[config.mk]
export PLATFORM = sky130hd
export DESIGN_NAME = adder_tree_pipe
export DESIGN_NICKNAME = d
export VERILOG_FILES = /design/src/rtl/adder_tree_pipe.sv
export SDC_FILE = /design/constraint.sdc
export NUM_CORES = 1
export LEC_CHECK = 0
export BUFFER_PORTS_ARGS = -buffer_cell sky130_fd_sc_hd__clkbuf_2
export CORE_AREA = 2 2 161 163
export DETAILED_ROUTE_END_ITERATION = 8
export DIE_AREA = 0 0 163 165
export PLACE_DENSITY_LB_ADDON = 0.2
export RECOVER_POWER = 50
export SLEW_MARGIN = 20
export SYNTH_ARGS = -nofsm -noshare
export SYNTH_HDL_FRONTEND = slang
export SYNTH_HIERARCHICAL = 1
export SYNTH_SLANG_ARGS = --single-unit
[constraint.sdc]
create_clock -name clk -period 2.8 [get_ports clk]
set_clock_uncertainty 0.05 [all_clocks]
set_input_delay 0.42 -clock clk [delete_from_list [all_inputs] [get_ports clk]]
set_output_delay 0.42 -clock clk [all_outputs]
set_load 0.01 [all_outputs]
[src/rtl/adder_tree_pipe.sv]
// adder_tree_pipe: pipelined signed adder tree, N_IN addends of DW bits -> OW-bit sum.
// One register level per tree level (LAT = clog2(N_IN)), the last level also does the
// IW->OW reduction. Optional saturation: define ADDER_TREE_SAT_EN to clamp and flag ovf;
// without it the result wraps and ovf stays 0.

// One tree node: registered pair sum, or registered pass-through of an odd leftover.
module adder_tree_node #(
  parameter int W    = 15,
  parameter bit PAIR = 1'b1
) (
  input  logic                clk,
  input  logic                rst,
  input  logic                clr,
  input  logic                en,
  input  logic signed [W-1:0] a,
  input  logic signed [W-1:0] b,
  output logic signed [W-1:0] s
);

  // rst > clr > en; the width is wide enough that the sum is exact
  always_ff @(posedge clk) begin
    if (rst)      s <= '0;
    else if (clr) s <= '0;
    else if (en)  s <= PAIR ? a + b : a;
  end

endmodule

module adder_tree_pipe #(
  parameter int N_IN = 6,
  parameter int DW   = 12,
  parameter int OW   = 12
) (
  input  logic                 clk,
  input  logic                 rst,
  input  logic                 en,
  input  logic                 clr,
  input  logic                 valid_in,
  input  logic [N_IN*DW-1:0]   datain,
  output logic                 valid_out,
  output logic [OW-1:0]        dataout,
  output logic                 ovf
);

  localparam int LAT = $clog2(N_IN);
  localparam int IW  = DW + LAT;

  // operand count at tree level j (level 0 = the raw addends)
  function automatic int cnt_at(input int j);
    return (N_IN + (1 << j) - 1) >> j;
  endfunction

  // Levels 0..LAT-1 of the tree. Level 0 is the sign-extended input (no register);
  // levels 1..LAT-1 are registered nodes. The final pair is summed in the output stage.
  for (genvar j = 0; j < LAT; j++) begin : lvl_g
    for (genvar k = 0; k < cnt_at(j); k++) begin : nd_g
      logic signed [IW-1:0] s;
      if (j == 0) begin : in_g
        assign s = IW'(signed'(datain[k*DW +: DW]));
      end else if (2*k+1 < cnt_at(j-1)) begin : pair_g
        adder_tree_node #(.W(IW), .PAIR(1'b1)) u_node (
          .clk (clk),
          .rst (rst),
          .clr (clr),
          .en  (en),
          .a   (lvl_g[j-1].nd_g[2*k].s),
          .b   (lvl_g[j-1].nd_g[2*k+1].s),
          .s   (s)
        );
      end else begin : pass_g
        adder_tree_node #(.W(IW), .PAIR(1'b0)) u_node (
          .clk (clk),
          .rst (rst),
          .clr (clr),
          .en  (en),
          .a   (lvl_g[j-1].nd_g[2*k].s),
          .b   ('0),
          .s   (s)
        );
      end
    end
  end

  // Level LAT-1 always holds exactly two operands; their sum is the full-precision result.
  logic signed [IW-1:0] fin;
  assign fin = lvl_g[LAT-1].nd_g[0].s + lvl_g[LAT-1].nd_g[1].s;

  logic signed [OW-1:0] red;
  logic                 red_ovf;

  if (OW >= IW) begin : sext_g
    // result always fits: plain sign extension
    assign red     = OW'(fin);
    assign red_ovf = 1'b0;
  end else begin : narrow_g
`ifdef ADDER_TREE_SAT_EN
    localparam logic signed [IW-1:0] SMAX = {{(IW-OW+1){1'b0}}, {(OW-1){1'b1}}};
    localparam logic signed [IW-1:0] SMIN = {{(IW-OW+1){1'b1}}, {(OW-1){1'b0}}};
    // clamp to the OW signed range and flag when clamping happened
    always_comb begin
      red     = OW'(fin);
      red_ovf = 1'b0;
      if (fin > SMAX) begin
        red     = OW'(SMAX);
        red_ovf = 1'b1;
      end else if (fin < SMIN) begin
        red     = OW'(SMIN);
        red_ovf = 1'b1;
      end
    end
`else
    // wrap-around: keep the low OW bits
    assign red     = fin[OW-1:0];
    assign red_ovf = 1'b0;
`endif
  end

  // Output stage: registered reduced sum and overflow flag
  always_ff @(posedge clk) begin
    if (rst) begin
      dataout <= '0;
      ovf     <= 1'b0;
    end else if (clr) begin
      dataout <= '0;
      ovf     <= 1'b0;
    end else if (en) begin
      dataout <= red;
      ovf     <= red_ovf;
    end
  end

  // Valid shift register travelling alongside the data levels
  logic [LAT:1] vld_pipe;
  always_ff @(posedge clk) begin
    if (rst) begin
      vld_pipe <= '0;
    end else if (clr) begin
      vld_pipe <= '0;
    end else if (en) begin
      vld_pipe[1] <= valid_in;
      for (int i = 2; i <= LAT; i++) vld_pipe[i] <= vld_pipe[i-1];
    end
  end

  assign valid_out = vld_pipe[LAT];

endmodule

## Yosys cells after proc, flatten, opt, wreduce, memory -nomap -nowiden

Cells that the tools add are included.

| cells by class | value |
|---|---|
| add/sub/neg operators | 5 |
| reduce and logical (&&, ||, !) cells | 1 |

Operators with widths:

| cell | count |
|---|---|
| $add 12x12->12 | 5 |
| $reduce_or 2->1 | 1 |

| storage, ports and cells | value |
|---|---|
| bits in registers | 75 |
| input port bits | 77 |

## Depth between registers and ports, before layout

Gate-level depths: netlist of run 1.

| depth | value |
|---|---|
| depth in word-level cells | 1 |
| depth in mapped cells | 7 |

## Cells and area by module

The synthesis of run 1 kept the hierarchy.

Modules (own cells, without submodules):

| module | times used | cells each | area an instance (sq um) |
|---|---|---|---|
| adder_tree_node (lvl_g[1].nd_g[1].pair_g.u_node ...) | 3 | 151 | 1,281.2 |
| adder_tree_node (lvl_g[1].nd_g[0].pair_g.u_node) | 1 | 153 | 1,246.2 |
| adder_tree_pipe | 1 | 123 | 1,051.0 |
| adder_tree_node (lvl_g[2].nd_g[1].pass_g.u_node) | 1 | 50 | 558.0 |

## Worst setup path before layout of run 1

Ideal clock, no wire load.

| path | value |
|---|---|
| path kind | input -> register |
| from | input port datain[24] |
| to | register lvl_g[1].nd_g[1].pair_g.u_node/s[12] (netlist name) |
| data arrival time | 2.037 ns |
| data required time | 2.626 ns |
| path slack | 0.589 ns |
| cell stages on the path | 7 |
| path through | ha_1 fa_1 a21o_1 a221o_2 a41oi_2 mux2i_1 nand3_1 |

RTL lines:

| what | line | source |
|---|---|---|
| start: declaration | 39 | `input logic [N_IN*DW-1:0] datain,` |

==> results.md, run 1 <==
- Port buffering added between 80 and 90 buffers.
- The sequential standard cell area is 0.00150 mm^2.
- The mean routed wirelength per cell is between 10 and 15 um.
- The region available for standard cell placement spans 0.0250 mm^2.
- The first global-routing pass estimated 22200 um of wire.
- The part of the cycle the worst path needs is a little over 80%.
- The path type of the worst setup path is primary input to flop.
- The worst-path cell with the longest stage delay is sky130_fd_sc_hd__clkbuf_1.
- Among the stages of the critical path, the cell type that occurs most often is sky130_fd_sc_hd__nand3_1.
- The critical path goes through clkbuf_2 -> clkbuf_1 -> nand3_1 -> or3_1 -> nand3_1.
- CTS saw 75 sinks.
- The via density per instance is between 4 and 5.
- The initial core utilization is 21.2%.
- For this run, the top clock speed supported by timing is 432 MHz.
- The worst setup timing slack at the placement stage is 534 ps.
- In this run the static leakage power is approximately 0.0028 uW.
- Clock-pin slew was measured on the worst setup and hold paths at 60 ps.
- STA classifies the critical path startpoint as a primary input.
- The violation count after the first detailed-route iteration is 218.
- The wire-length estimate of the detail-placed layout is between 10000 and 15000 um.
- The relative slew slack is 21.4%.
- The worst-case IR drop observed on VDD is 0.000276 V.
- The final net count is 808.
- In this run the cell area of the synthesized design comes to 0.00532 mm^2.
- The weighted congestion at the end of routability-driven global placement is around 0.75.
- The stage delay of the slowest cell on the critical path is ~940 ps.
- Together, buffers and inverters on the worst path number 2.
- For this run, design rule violations remaining after detail routing come to 0.
- TritonCTS built the clock tree.
- Entering global routing, the biggest net connects 29 pins.
- The cell count after synthesis came out at 595.
- Setup violations remaining at the end of the flow were counted as 0.
- Global routing finished with a remaining overflow of 0.
- The number of buffers inserted during clock tree synthesis is 9.
- Relative to the synthesized area, the layout overhead comes to 18.1%.
- After clock tree synthesis, the setup repair step added 0 buffers.
- The chip height is 165 um.
- CTS placed an instance of sky130_fd_sc_hd__clkbuf_16 at the clock tree root.
- The worst min-delay path category is primary input to flop.
- The number of gates resized after CTS was 0.
- In the layout the commonest cells are 75 x sky130_fd_sc_hd__dfxtp_1, 75 x sky130_fd_sc_hd__clkbuf_2, 59 x sky130_fd_sc_hd__nor2_1, 59 x sky130_fd_sc_hd__ha_1, 46 x sky130_fd_sc_hd__a21oi_1.
- The overall via count from detail_route is around 4600.
- Before antenna repair, the detailed router went through 4 iterations.
- In this run the remaining antenna-violating nets after routing total 0.
- For the final routed database, the setup TNS stands at 0 ps.
- The filler cell count in the final layout is 2789.
- CTS built an H-tree with a depth of 3.
- The endpoint type of the worst setup path is a flop.
- The number of failing hold endpoints at the final stage is 0.
- Cells with a size suffix above 1 make up between 10% and 20% of the layout.
- Data arrives at the worst endpoint at roughly 2600 ps.
- For this run, the total global-route usage over all layers was measured as 10.3%.
- Hold repair after CTS inserted 0 buffers.
- The transition at the pin with the smallest max-transition slack is 1180 ps.
- The buffer depth of the longest clock path is 2.
- In this run the worst path has a maximum fanout of 27.
- The run finished with clean final reports.
- The total number of yosys warnings is 6.
- Max-cap violations in this run came to 0.
- The via count of the first global-routing pass was roughly 4300.
- The count of final max-slew check failures is 0.
- The average cell area after synthesis is 8.93 um^2.
- The total wire length after detailed routing is 13500 um.
- For this design the ratio of total power to cell area is roughly 480 mW/mm^2.
- Setup repair after global routing left no endpoint under its margin.
- The kind of cell adding the most delay to the critical path is buffers and inverters.
- The net count after synthesis is 736.
- After floorplanning, the core was divided into between 50 and 60 placement rows.
- The die covers 0.0269 mm^2.
- The clock insertion delay at the later pin of the skew report is 340 ps.
- The combined area of the multi-input logic cells is 0.00352 mm^2.
- The number of antenna diodes in the final layout is 0.
- Data on the critical path is required at its endpoint by a little over 3000 ps.
- The number of ports placed on the die boundary is 91.
- The die is 163 um wide.
- After layout, the worst setup slack is just under 500 ps.
- The smallest clock period supported by the final layout is computed as 2310 ps.
- The number of antenna violations at the first check in global routing was 0.
[flip-flops by register name, indices dropped and copies added (netlist names)]
| register | cells |
|---|---|
| vld_pipe | 3 |
| lvl_g.nd_g.pass_g.u_node/s | 12 |
| dataout | 12 |
| lvl_g.nd_g.pair_g.u_node/s | 48 |
[final timing paths]
check                                                          from                                   to  slack, ps  depth (start not counted)
worst min register to register                          dataout[11]                          dataout[11]        410                          2
worst min-delay path                                       valid_in                          vld_pipe[1]        280                          3
worst max-delay path                                             en  lvl_g[1].nd_g[0].pair_g.u_node/s[9]        490                          5
worst max register to register  lvl_g[2].nd_g[0].pair_g.u_node/s[0]                           dataout[6]        630                          7
[final cells by class]
class	instances	share of cell area [%]
multi-input combinational	477	56.2
sequential	75	23.9
timing repair buffer	93	7.44
tap	330	6.58
clock buffer	11	3.87
clock inverter	5	1.36
inverter	11	0.658
[layer usage]
metal | up-vias | global-route usage [%] | share of wire, %
li1 | 2398 | - | -
met1 | 2091 | 14.5 | 52
met2 | 72 | 15.9 | 44
met3 | 7 | 2.24 | 3.4
met4 | 0 | 2.78 | 0.85
met5 | - | 0 | 0
[worst register-to-register path, cell delays in order (launching register included)]
cell and delay [ps]:
sky130_fd_sc_hd__dfxtp_1 330, sky130_fd_sc_hd__ha_1 240, sky130_fd_sc_hd__fa_1 440, sky130_fd_sc_hd__a211oi_2 260, sky130_fd_sc_hd__o21bai_1 130, sky130_fd_sc_hd__nor2b_1 140
sky130_fd_sc_hd__a2111o_1 390, sky130_fd_sc_hd__a21oi_2 130
[power by group]
part	internal (uW)	leakage, uW	switching (uW)
registers	1100	0.000608	26.2
logic	247	0.00200	322
clock network	810	0.000156	474
[metrics by stage]
stage / hold slack (ps) / util (%) / cells / total power (uW) / instance area (um^2)
after floorplan: 391 / - / 595 / 1570 / 5320
after global placement: 401 / 23.8 / 986 / 1730 / 5970
after detailed placement: 403 / 23.8 / 986 / 1730 / 5970
after CTS: 253 / 25.2 / 1002 / 3040 / 6300
after global routing: 294 / 25.1 / 1002 / 3150 / 6270
final: 276 / 25.1 / 1002 / 2980 / 6270
No activity file was read; power rests on OpenSTA's default activity.
==> run 2: changes to the inputs <==
==> constraint.sdc (replaced) <==
create_clock -name clk -period 1.9 [get_ports clk]
set_clock_uncertainty 0.05 [all_clocks]
set_input_delay 0.285 -clock clk [delete_from_list [all_inputs] [get_ports clk]]
set_output_delay 0.285 -clock clk [all_outputs]
set_load 0.01 [all_outputs]
==> results.md, run 2 (synthesis results as in run 1) <==
- The run finished with clean final reports.
- The chip height came to 165 um (unchanged).
- The count of final max-slew check failures came to 0 (unchanged).
- The maximum number of pins on one net before global-route repair is 31 (+6.9%).
- The proportion of layout cells with a drive suffix above 1 was 30.6% (+12 points).
- The clock slew at the register clock pins of the worst setup and hold paths is 60 ps (about the same).
- The net load switching power is 1240 uW (+51%).
- The total of max-cap violations is 0 (unchanged).
- The number of ports placed on the die boundary was 91 (unchanged).
- The number of standard cells in the final layout excluding fillers was 1074 (+7.2%).
- The violation count after the first detailed-route iteration is 214 (-1.8%).
- The part of the total power dissipated in combinational logic came to 22.7% (+3.6 points).
- The design internal power is 3180 uW (+47%).
- The required time of the critical path is 2130 ps (-900 ps).
- The transition at the pin with the smallest max-transition slack is 762 ps (-418 ps).
- The worst hold path endpoint is vld_pipe[1].
- The overall via count from detail_route came to 4803 (+5.1%).
- The DRC violations left is 0 (unchanged).
- The instance count after placement with tap cells included is 1057 (+7.2%).
- The core utilization of the finished layout is 27.8% (+2.7 points).
- The via count of the first global-routing pass is 4713 (+11%).
- The buffer depth of the longest clock path is 2 (unchanged).
- The weighted congestion at the end of routability-driven global placement is 0.748 (-0.17%).
- The top cell types in the final layout, fill and taps aside, are 74 x sky130_fd_sc_hd__clkbuf_2, 72 x sky130_fd_sc_hd__buf_4, 64 x sky130_fd_sc_hd__dfxtp_1.
- The final critical delay including setup and external delays is 1880 ps.
- The H-tree depth came to 3 (unchanged).
- The worst-case hold slack was 129 ps (-147 ps).
- The number of antenna violations at the first check in global routing is 0 (unchanged).
- In the final layout, the registers with the most flip-flops are lvl_g.nd_g.pair_g.u_node/s (48), dataout (12), lvl_g.nd_g.pass_g.u_node/s (12).
- The number of diodes is 0 (unchanged).
- The initial core utilization was 21.2% (unchanged).
- The leakage power summed over all cells came to 0.00310 uW (+12%).
- The area growth from synthesis to layout is 30.9%.
- The worst reg2reg path depth was 7 (unchanged).
- The quantity of I/O buffers inserted on ports is 89 (unchanged).
- The number of failing hold endpoints at the final stage is 0 (unchanged).
- The overall track demand over capacity in global routing is 10.9% (+0.51 points).
- The maximum resistive drop on vdd is 0.000434 V (+57%).
- The final standard cell area without fillers was 0.00696 mm^2 (+11%).
- The final net count is 880 (+8.9%).
- The worst setup path is captured at a flop.
- The worst min-delay path category is primary input to flop.
- The number of cell rows is 58 (unchanged).
- The fraction of power spent switching nets is 28.1% (+0.55 points).
- The number of nets with antenna violations after detailed routing came to 0 (unchanged).
- The placed instance area is 0.00655 mm^2 (+9.6%).
- Counting flops per register, the top entry is lvl_g.nd_g.pair_g.u_node/s.
- The overall overflow remaining after global route was 0 (unchanged).
- Leaving out fill and tap cells, the most frequent cell in the layout is sky130_fd_sc_hd__clkbuf_2.
- The core outline area came to 0.0250 mm^2 (unchanged).
- The setup path with the least slack is of type flop to flop.
- The number of buffers and inverters on the critical path is 0 (-2).
- TritonCTS built the clock tree.
- The total setup violations reported at the end of the flow was 0 (unchanged).
- The summed negative setup slack over all endpoints is 0 ps (unchanged).
- The detailed-placement wirelength estimate is 11200 um (+6.6%).
- The stage delay of the slowest cell on the critical path was 360 ps (-580 ps).
- The startpoint of the worst register-to-register path is lvl_g[2].nd_g[1].pass_g.u_node/s[0].
- The mean routed wirelength per cell was 13.0 um (-3.3%).
- The via density per instance is 4.47 (-1.9%).
- The number of hold buffers added after cts is 0 (unchanged).
- The largest driver fanout on the critical path came to 3 (-89%).
- The cell count of the worst hold path came to 3 (unchanged).
- The worst path arrival time came to 2120 ps (-430 ps).
- The clock insertion delay at the later pin of the skew report is 350 ps (about the same).
- The detailed-router iteration count before antenna repair was 4 (unchanged).
- The relative slew slack was 49.2% (+28 points).
- The power share of the clock group was 39.5% (-3.6 points).
- The horizontal die dimension is 163 um (unchanged).
- The total die area was 0.0269 mm^2 (unchanged).
- The number of flip-flops under the largest register name was 48 (unchanged).
- Walking the worst path, the cells encountered are ha_4 -> fa_2 -> a211oi_4 -> o21bai_1 -> nor2b_1 -> a2111o_1 -> a21oi_2.
- The startpoint identified for the worst hold timing path is valid_in.
- Grouping stages by cell kind, the critical path spends the most delay in compound AO/OA/AOI/OAI gates.
- The sequential group share of total power is 37.7% (-0.2 points).
- The top achievable clock speed is approximately 530 MHz.
- Setup repair after global routing could not meet its margin everywhere.
- The number of sinks on the clock net is 75 (unchanged).
- The wire length of the first global-routing pass is 23500 um (+5.9%).
- The number of buffers inserted during clock tree synthesis is 9 (unchanged).
- Among all stages on the critical path, the largest delay is contributed by sky130_fd_sc_hd__fa_2.
- The root cell of the clock tree is sky130_fd_sc_hd__clkbuf_16.
- The part of the cycle the worst path needs is between 90 and 100%.
- The power density over the cells was 635 mW/mm^2 (+34%).
- The worst setup path is launched from a flop.
- The slack of the worst reg-to-reg path came to 20 ps (-610 ps).
- In this run the critical register-to-register path is captured at dataout[6].
- The total wire length after detailed routing is 14000 um (+3.7%).
-- run 2: cell types whose count changed in the layout (fill, tap and decap cells not counted), sizes merged --
cell and delta:
clkinvlp +2, bufinv -1, clkbuf +1, buf +71, clkinv -1
-- run 2: what timing repair did --
item                                    4_1_cts  5_1_grt
buffers inserted                              1        0
gates resized for setup                      12       20
endpoints found under the hold margin         0        0
endpoints found under the setup margin        7       13
pin swaps                                     6       11
-- run 2: tightest hold or removal path, stage by stage --
cell and delay [ps]:
sky130_fd_sc_hd__clkbuf_2 70, sky130_fd_sc_hd__mux2i_1 60, sky130_fd_sc_hd__nor2_1 70
-- run 2: power groups by stage --
stage          clock network (uW)  logic (uW)  registers [uW]
5_1_grt                      1890        1130            1670
3_3_place_gp                    0        1010            1700
3_5_place_dp                    0        1010            1700
2_1_floorplan                   0         633            1680
4_1_cts                      1820        1010            1670
6_report                     1750        1010            1670
-- run 2: per-layer routing --
metal  up-vias  track usage [%]  share of wire [%]
met3        10             2.13                3.1
met5         -                0                  0
met4         0             3.02                1.1
met2        71             17.6                 45
met1      2186             14.6                 51
li1       2536                -                  -
-- run 2: layout make-up --
type / instances / area, um^2
clock buffers: 11 / 243
clock inverters: 5 / 61.3
fillers: 2733 / 18100
inverters: 11 / 41.3
multi-input cells: 477 / 3670
flip-flops and latches: 75 / 1520
well taps: 330 / 413
repair buffers: 165 / 1010
-- run 2: stage by stage --
step / setup slack, ps / total power [uW]
floorplan: 21.2 / 2320
global placement: -123 / 2710
detailed placement: -125 / 2710
CTS: -14.9 / 4500
global route: -88.0 / 4700
finish: 16.9 / 4420
-- run 2: worst max-delay path by stage --
stage,from,endpoint,slack (ps),cells past startpoint
after global routing,lvl_g[2].nd_g[1].pass_g.u_node/s[0],dataout[10],-90,6
after detailed placement,datain[0],lvl_g[1].nd_g[0].pair_g.u_node/s[6],-130,8
after global placement,datain[24],lvl_g[1].nd_g[1].pair_g.u_node/s[6],-120,8
after CTS,lvl_g[1].nd_g[0].pair_g.u_node/s[0],lvl_g[2].nd_g[0].pair_g.u_node/s[6],-10,7
final,lvl_g[2].nd_g[1].pass_g.u_node/s[0],dataout[6],20,7
after floorplan,lvl_g[2].nd_g[1].pass_g.u_node/s[0],dataout[6],20,7
